===== config.mk =====
export PLATFORM = sky130hd
export DESIGN_NAME = cc_deserializer
export DESIGN_NICKNAME = d
export VERILOG_FILES = /design/src/rtl/cc_deserializer_pkg.sv /design/src/rtl/cc_deserializer.sv
export SDC_FILE = /design/constraint.sdc
export NUM_CORES = 1
export LEC_CHECK = 0
export ABC_AREA = 1
export CAP_MARGIN = 40
export CORE_AREA = 2 2 234 236
export DETAILED_ROUTE_END_ITERATION = 10
export DIE_AREA = 0 0 236 238
export GPL_ROUTABILITY_DRIVEN = 0
export GPL_TIMING_DRIVEN = 0
export HOLD_SLACK_MARGIN = 0.03
export PLACE_DENSITY = 0.68
export SLEW_MARGIN = 20
export SYNTH_ARGS = -nofsm -noshare
export SYNTH_HDL_FRONTEND = slang
export SYNTH_SLANG_ARGS = --single-unit

===== constraint.sdc =====
create_clock -name clk -period 2.59 [get_ports clk]
set_clock_uncertainty 0.05 [all_clocks]
set_input_delay 0.518 -clock clk [delete_from_list [all_inputs] [get_ports clk]]
set_output_delay 0.518 -clock clk [all_outputs]
set_load 0.02 [all_outputs]

===== src/rtl/cc_deserializer_pkg.sv =====
// Shared cache-controller definitions: R-channel/line geometry and the
// line-transfer FSM state encoding used by the serializer and deserializer.
package cc_deserializer_pkg;

    localparam int CC_DATA_W   = 64;
    localparam int CC_BEATS    = 8;
    localparam int CC_OFFSET_W = 6;
    localparam int CC_LINE_W   = CC_DATA_W * CC_BEATS;
    localparam int CC_ENTRY_W  = CC_OFFSET_W + CC_LINE_W;

    typedef enum logic [1:0] {
        CC_IDLE    = 2'd0,
        CC_COLLECT = 2'd1,
        CC_WRITE   = 2'd2
    } cc_state_e;

endpackage


===== src/rtl/cc_deserializer.sv =====
// Collects eight critical-word-first R-channel beats into a 512-bit line and
// pushes {offset, line} into the line FIFO with a single write strobe.
module cc_deserializer
    import cc_deserializer_pkg::*;
#(
    parameter int DATA_W   = CC_DATA_W,
    parameter int BEATS    = CC_BEATS,
    parameter int OFFSET_W = CC_OFFSET_W
) (
    input  logic                                clk,
    input  logic                                rst_n,
    input  logic                                req_valid_i,
    input  logic [OFFSET_W-1:0]                 req_offset_i,
    output logic                                req_ready_o,
    input  logic [DATA_W-1:0]                   rdata_i,
    input  logic                                rlast_i,
    input  logic                                rvalid_i,
    output logic                                rready_o,
    input  logic                                fifo_full_i,
    input  logic                                fifo_afull_i,
    output logic                                fifo_wren_o,
    output logic [OFFSET_W+BEATS*DATA_W-1:0]    fifo_wdata_o,
    output logic                                err_o
);

    localparam int               IDX_W     = $clog2(BEATS);
    localparam logic [IDX_W-1:0] LAST_BEAT = IDX_W'(BEATS - 1);

    cc_state_e                       state_r;
    logic                            req_ready_r;
    logic                            rready_r;
    logic                            err_r;
    logic [OFFSET_W-1:0]             offset_r;
    logic [IDX_W-1:0]                cnt_r;
    logic [BEATS-1:0][DATA_W-1:0]    line_r;

    logic                            xfer_s;
    logic                            is_last_s;
    logic [IDX_W-1:0]                idx_s;
    logic [BEATS-1:0]                we_s;
    logic                            unused_s;

    assign xfer_s    = rvalid_i && rready_r;
    assign is_last_s = (cnt_r == LAST_BEAT);
    // Word index wraps naturally in IDX_W bits, giving critical-word-first order.
    assign idx_s     = offset_r[OFFSET_W-1 -: IDX_W] + cnt_r;
    assign unused_s  = fifo_afull_i;

    // Decode the line-buffer word enable for the current beat transfer.
    always_comb begin
        we_s = {BEATS{1'b0}};
        for (int i = 0; i < BEATS; i++) begin
            if (xfer_s && (idx_s == IDX_W'(i))) begin
                we_s[i] = 1'b1;
            end else begin
                we_s[i] = 1'b0;
            end
        end
    end

    // Fill-sequencing FSM with registered handshake flags and sticky error.
    always_ff @(posedge clk or negedge rst_n) begin
        if (!rst_n) begin
            state_r     <= CC_IDLE;
            req_ready_r <= 1'b1;
            rready_r    <= 1'b0;
            offset_r    <= {OFFSET_W{1'b0}};
            cnt_r       <= {IDX_W{1'b0}};
            err_r       <= 1'b0;
        end else begin
            case (state_r)
                CC_IDLE: begin
                    if (req_valid_i) begin
                        offset_r    <= req_offset_i;
                        cnt_r       <= {IDX_W{1'b0}};
                        state_r     <= CC_COLLECT;
                        req_ready_r <= 1'b0;
                        rready_r    <= 1'b1;
                    end
                end
                CC_COLLECT: begin
                    if (xfer_s) begin
                        cnt_r <= cnt_r + IDX_W'(1);
                        // rlast must coincide exactly with the final beat.
                        if (rlast_i != is_last_s) begin
                            err_r <= 1'b1;
                        end
                        if (is_last_s) begin
                            state_r  <= CC_WRITE;
                            rready_r <= 1'b0;
                        end
                    end
                end
                CC_WRITE: begin
                    if (!fifo_full_i) begin
                        state_r     <= CC_IDLE;
                        req_ready_r <= 1'b1;
                    end
                end
                default: begin
                    state_r     <= CC_IDLE;
                    req_ready_r <= 1'b1;
                    rready_r    <= 1'b0;
                end
            endcase
        end
    end

    // Line buffer: words persist across fills and are only overwritten by beats.
    always_ff @(posedge clk or negedge rst_n) begin
        if (!rst_n) begin
            for (int i = 0; i < BEATS; i++) begin
                line_r[i] <= {DATA_W{1'b0}};
            end
        end else begin
            for (int i = 0; i < BEATS; i++) begin
                if (we_s[i]) begin
                    line_r[i] <= rdata_i;
                end
            end
        end
    end

    assign req_ready_o  = req_ready_r;
    assign rready_o     = rready_r;
    assign err_o        = err_r;
    assign fifo_wdata_o = {offset_r, line_r};
    // The strobe must follow fifo_full_i in the same cycle, so it is gated here.
    assign fifo_wren_o  = (state_r == CC_WRITE) && !fifo_full_i;

endmodule


# After elaboration in Yosys (flattened, before gate mapping)

Index checks and enable logic that the tools add are counted.
Widths: inputs -> output; s select.

Output and inout bits: 522
Word-level logic and storage cells: 76
Input port bits: 77
Flip-flop bits (word level): 526

Bitwise operators: 2
Muxes and demuxes: 23
Add/subtract/negate cells: 2
Equality and inequality tests: 15
Reductions and logical operators: 20

Operators by type and width:

| operator            | count |
|---|---|
| $eq 3x3->1 const B  | 5 |
| $mux 1              | 13 |
| $logic_and 1x1->1   | 10 |
| $reduce_and 3->1    | 3 |
| $mux 2              | 4 |
| $ne 2x2->1 const B  | 4 |
| $reduce_and 4->1    | 2 |
| $eq 3x2->1 const B  | 2 |
| $mux 3              | 2 |
| $pmux 1 s3          | 2 |
| $pmux 2 s3          | 1 |
| $pmux 3 s2          | 1 |
| $add 3x1->3 const B | 1 |
| $add 3x3->3         | 1 |
| $eq 3x1->1 const B  | 1 |
| $logic_not 3->1     | 1 |
| $eq 2x1->1 const B  | 1 |
| $eq 2x2->1 const B  | 1 |
| $logic_not 2->1     | 1 |
| $not 1->1           | 2 |
| $reduce_and 2->1    | 1 |
| $reduce_bool 2->1   | 1 |
| $logic_not 1->1     | 1 |
| $ne 1x1->1          | 1 |

# Longest topological paths before layout

Depth in word-level cells: 4
Gate-level depth with buffers: 10
Gate-level depth less buffers: 9

# Worst setup path before layout

Ideal clock, no wire load.

Kind: register to register
From: register offset_r[3]
To: register line_r, in the netlist fifo_wdata_o[131]
Data required time: 2.423 ns
Setup time: 0.117 ns
Slack: 0.449 ns
Period minus slack after synthesis: 2.141 ns
Path buffers: 1
Stages on the path, launching flop included: 11
Arrival time: 1.974 ns
Cell sequence: dfrtp_1 > ha_1 > inv_1 > fa_1 > inv_1 > nand3_1 > nor2_2 > nand3_2 > clkbuf_1 > nand2_1 > nand2_1

Cells in the longest elaborated chain, start to end: 4

Ends and longest elaborated chain:

| element                        | line                   | source |
|---|---|---|
| start: declaration             | cc_deserializer.sv:33  | `logic [OFFSET_W-1:0] offset_r;` |
| start signal: assignment       | cc_deserializer.sv:67  | `offset_r <= {OFFSET_W{1'b0}};` |
| start signal: assignment       | cc_deserializer.sv:74  | `offset_r <= req_offset_i;` |
| $add 3x3->3                    | cc_deserializer.sv:46  | `assign idx_s = offset_r[OFFSET_W-1 -: IDX_W] + cnt_r;` |
| $eq 3x2->1                     | cc_deserializer.sv:53  | `if (xfer_s && (idx_s == IDX_W'(i))) begin` |
| $logic_and 1x1->1              | cc_deserializer.sv:53  |  |
| $mux 1                         | cc_deserializer.sv:53  |  |
| end signal: indexed assignment | cc_deserializer.sv:113 | `line_r[i] <= {DATA_W{1'b0}};` |
| end signal: indexed assignment | cc_deserializer.sv:118 | `line_r[i] <= rdata_i;` |
| end: declaration               | cc_deserializer.sv:35  | `logic [BEATS-1:0][DATA_W-1:0] line_r;` |

No other way between the ends.
A chain may end at the register's enable or synchronous reset.

# Worst setup path in the final report

From: register state_r[0]
To: output fifo_wren_o

Cells in the longest elaborated chain, start to end: 2

Ends and longest elaborated chain:

| element                  | line                   | source |
|---|---|---|
| start: declaration       | cc_deserializer.sv:29  | `cc_state_e state_r;` |
| start signal: assignment | cc_deserializer.sv:64  | `state_r <= CC_IDLE;` |
| start signal: assignment | cc_deserializer.sv:76  | `state_r <= CC_COLLECT;` |
| start signal: assignment | cc_deserializer.sv:89  | `state_r <= CC_WRITE;` |
| $eq 2x2->1               | cc_deserializer.sv:129 | `assign fifo_wren_o = (state_r == CC_WRITE) && !fifo_full_i;` |
| $logic_and 1x1->1        | cc_deserializer.sv:129 |  |
| end: declaration         | cc_deserializer.sv:21  | `output logic fifo_wren_o,` |

No other way between the ends.

==> impl_metrics.ini <==
[route]
detail-route-antenna-nets = 0
drt-pass1-iter-count = 5
dr_wl_met2_mm = 40.9
viasPerCell = 5.27
top_layer_used = met4
post_drt_wl_per_cell_um = 22.3
wl_mm = 83.0
wl_met3_mm = 6.56
drc = 0
dr_total_vias = 19600
route.layer.met1.wl_mm = 32.5
drt_iter0_drc = 1409

[global_route]
grt_pass1_vias = 19100
grt_pass1_wl_mm = 123
grt_max_degree = 102
antenna_found_initial = 0
track_usage_pct = 29.0
grt_overflow = 0

[die]
die_area_mm2 = 0.0562
ios = 599
rows = 85
core-area_mm2 = 0.0535
initial_utilization_pct = 40.1
die_x_um = 236
die_h_um = 238

[setup_path]
crit_type = reg2out
critical-path-max-stage-delay_ps = 610
critPathCaptureType = output pin
path_delay_family = buffers and inverters
cp_max_fo = 4
cp_num_buf_inv = 2
r2r_slack_ps = 120
worstSetupStartpointType = flop
cp.required_ps = 2020
cpMaxStageDelayCell = clkdlybuf4s50_1
crit_chain = inv_1 -> nand2_1 -> nor2_1 -> clkdlybuf4s50_1
critPathArrivalTime_ps = 1910

[clock_network]
cts_max_path_buffers = 3
tritoncts = built
cts_buffers = 56
cts_max_level = 2
cts.sinks = 526
clkLatencyLatePin_ps = 600
path_clk_slew_ps = 60
cts-root-buf = clkbuf_16

[placement]
place_hpwl_mm = 58.9
placed_area_mm2 = 0.0278
dp.cells = 3607
numPortBuffers = 533

[logic_synthesis]
syn_inst = 2373
synth-xor-area-share_pct = 0.0408
synth_warnings = 0
synth.area.mux_share_pct = 0
yosysTopAreaCellShare_pct = 61.3
avgSynthCellArea_um2 = 9.04
synthAdderAreaFrac_pct = 0.268
ys_ff_latch = 526
synthesis.nets = 2454
synth_cell_types = 22
synth_compound_area_share_pct = 0.198
synth-simple-area-share_pct = 31.4
syn_area_mm2 = 0.0214
yosysTopAreaCell = dfrtp_1
synth_seq_area_share_pct = 61.4
ys_top_cells_by_area = dfrtp_1, nand2_1, nand3_1
synth_top_family_by_area = simple AND/OR/NAND/NOR gates

[min_path]
hp-class = in2reg

[final_layout]
n_antenna_cell = 0
fin_area_mm2 = 0.0302
stdcell_count = 3720
most-common-layout-cells = nand2_1, clkdlybuf4s50_1, dfrtp_1
layout.cells.most_common = nand2_1
fin_nets = 3064
fillCellCount = 4649
synthToLayoutAreaGrowth_pct = 40.6
drive_gt1_share_pct = 11.6

[pwr]
vdd_drop_max_mv = 0.554
p_int_mw = 13.3
p_comb_share_pct = 2.6
switchingPower_mw = 3.72
p_per_area_mw_per_mm2 = 564
swShare_pct = 21.9
leakagePower_nw = 15.8
p_seq_share_pct = 48.3
total_power_mw = 17.0
pwr-share-clk_pct = 49.1

[flow_run]
timing.max_cap.violations = 0

[timing]
hold_viol_final = 0
hold_ws_ps = 213
rsz0062_at_grt = false
worst_pin_slew_ps = 542
fmax_ghz = 0.404
drv_slew = 0
relSlewSlack_pct = 63.9
finalSetupViolCount = 0
min_period_ps = 2480
period_share_pct = 95.6

[outcome]
status = completed
registers in the layout (all words and copies together), names as in the netlist:
register and count:
cnt_r 3, req_ready_o 1, rready_o 1, fifo_wdata_o 512, err_o 1, state_r 2, offset_r 6
synthesized netlist by cell type, drive strengths merged:
library cell / n
a21oi: 1
clkinv: 1
nor2: 8
xnor2: 1
buf: 178
dfrtp: 525
nand2: 1057
o21ai: 6
ha: 3
clkbuf: 46
nand3b: 2
inv: 12
nand3: 529
dfstp: 1
o21bai: 1
nand4: 1
fa: 1
per-stage QoR:
step           setup TNS, ps  setup WS [ps]  utilization, %
6_report                   0            115            56.4
4_1_cts               -18410           -182            55.8
3_3_place_gp               -         -21670            51.7
5_1_grt                    0           7.55            56.4
3_5_place_dp          -71640           -377            52.0
2_1_floorplan              0            449               -
final cells by class:
type                            count  area [um2]  area share [%]
Sequential cell                   526       13200            43.6
Inverter                           13        48.8           0.162
Tap cell                          696         871            2.89
Clock inverter                     18         255           0.846
Buffer                            223        1540            5.10
Timing Repair Buffer              552        5700            18.9
Clock buffer                       81        1650            5.46
Multi-Input combinational cell   1611        6950            23.0
final timing paths:
path                       depth (start not counted)                     from                             to
setup / recovery                                   4   state_r[0]$_DFFE_PN0P_                    fifo_wren_o
hold / removal                                     3              rdata_i[33]  fifo_wdata_o[353]$_DFFE_PN0P_
setup reg to reg                                  10  offset_r[3]$_DFFE_PN0P_  fifo_wdata_o[237]$_DFFE_PN0P_
hold reg to reg                                    2  req_ready_o$_DFFE_PN1P_        req_ready_o$_DFFE_PN1P_
max in group asynchronous                          5                    rst_n  fifo_wdata_o[220]$_DFFE_PN0P_
min in group asynchronous                          2                    rst_n  fifo_wdata_o[188]$_DFFE_PN0P_
routing by layer:
metal,vias to the layer above,GRT usage (%)
li1,8786,-
met1,9802,35.9
met2,845,49.3
met3,159,7.38
met4,0,10.4
met5,-,0
power groups by stage:
stage          logic [mW]  clock network (mW)  registers [mW]
3_5_place_dp        0.440                   0            8.37
6_report            0.442                8.34            8.22
3_3_place_gp        0.405                   0            8.39
5_1_grt             0.485                8.77            8.21
4_1_cts             0.442                8.43            8.22
2_1_floorplan       0.120                   0            8.37
worst register-to-register path: stages (launching register included):
cell and delay, ps:
dfrtp_1 420, ha_1 220, inv_1 60, fa_1 440, inv_1 80, nand3_2 120, nor2_4 230, buf_4 280
buf_2 300, nand3_1 110, nand2_1 90
cells by family after synthesis:
family | Yosys count
buf+inv | 237
xor+xnor | 1
compound gates | 8
simple gates | 1597
fa+ha+maj | 4
flops | 526
repair_timing:
item                       4_1_cts  5_1_grt
setup endpoints to repair      478      585
hold endpoints to repair        75        0
pin swaps                        2        6
buffers inserted                 6        6
gates resized for setup         18      133
cloned                           0        2
hold buffers                     1        0
(Power assumes the default switching activity.)
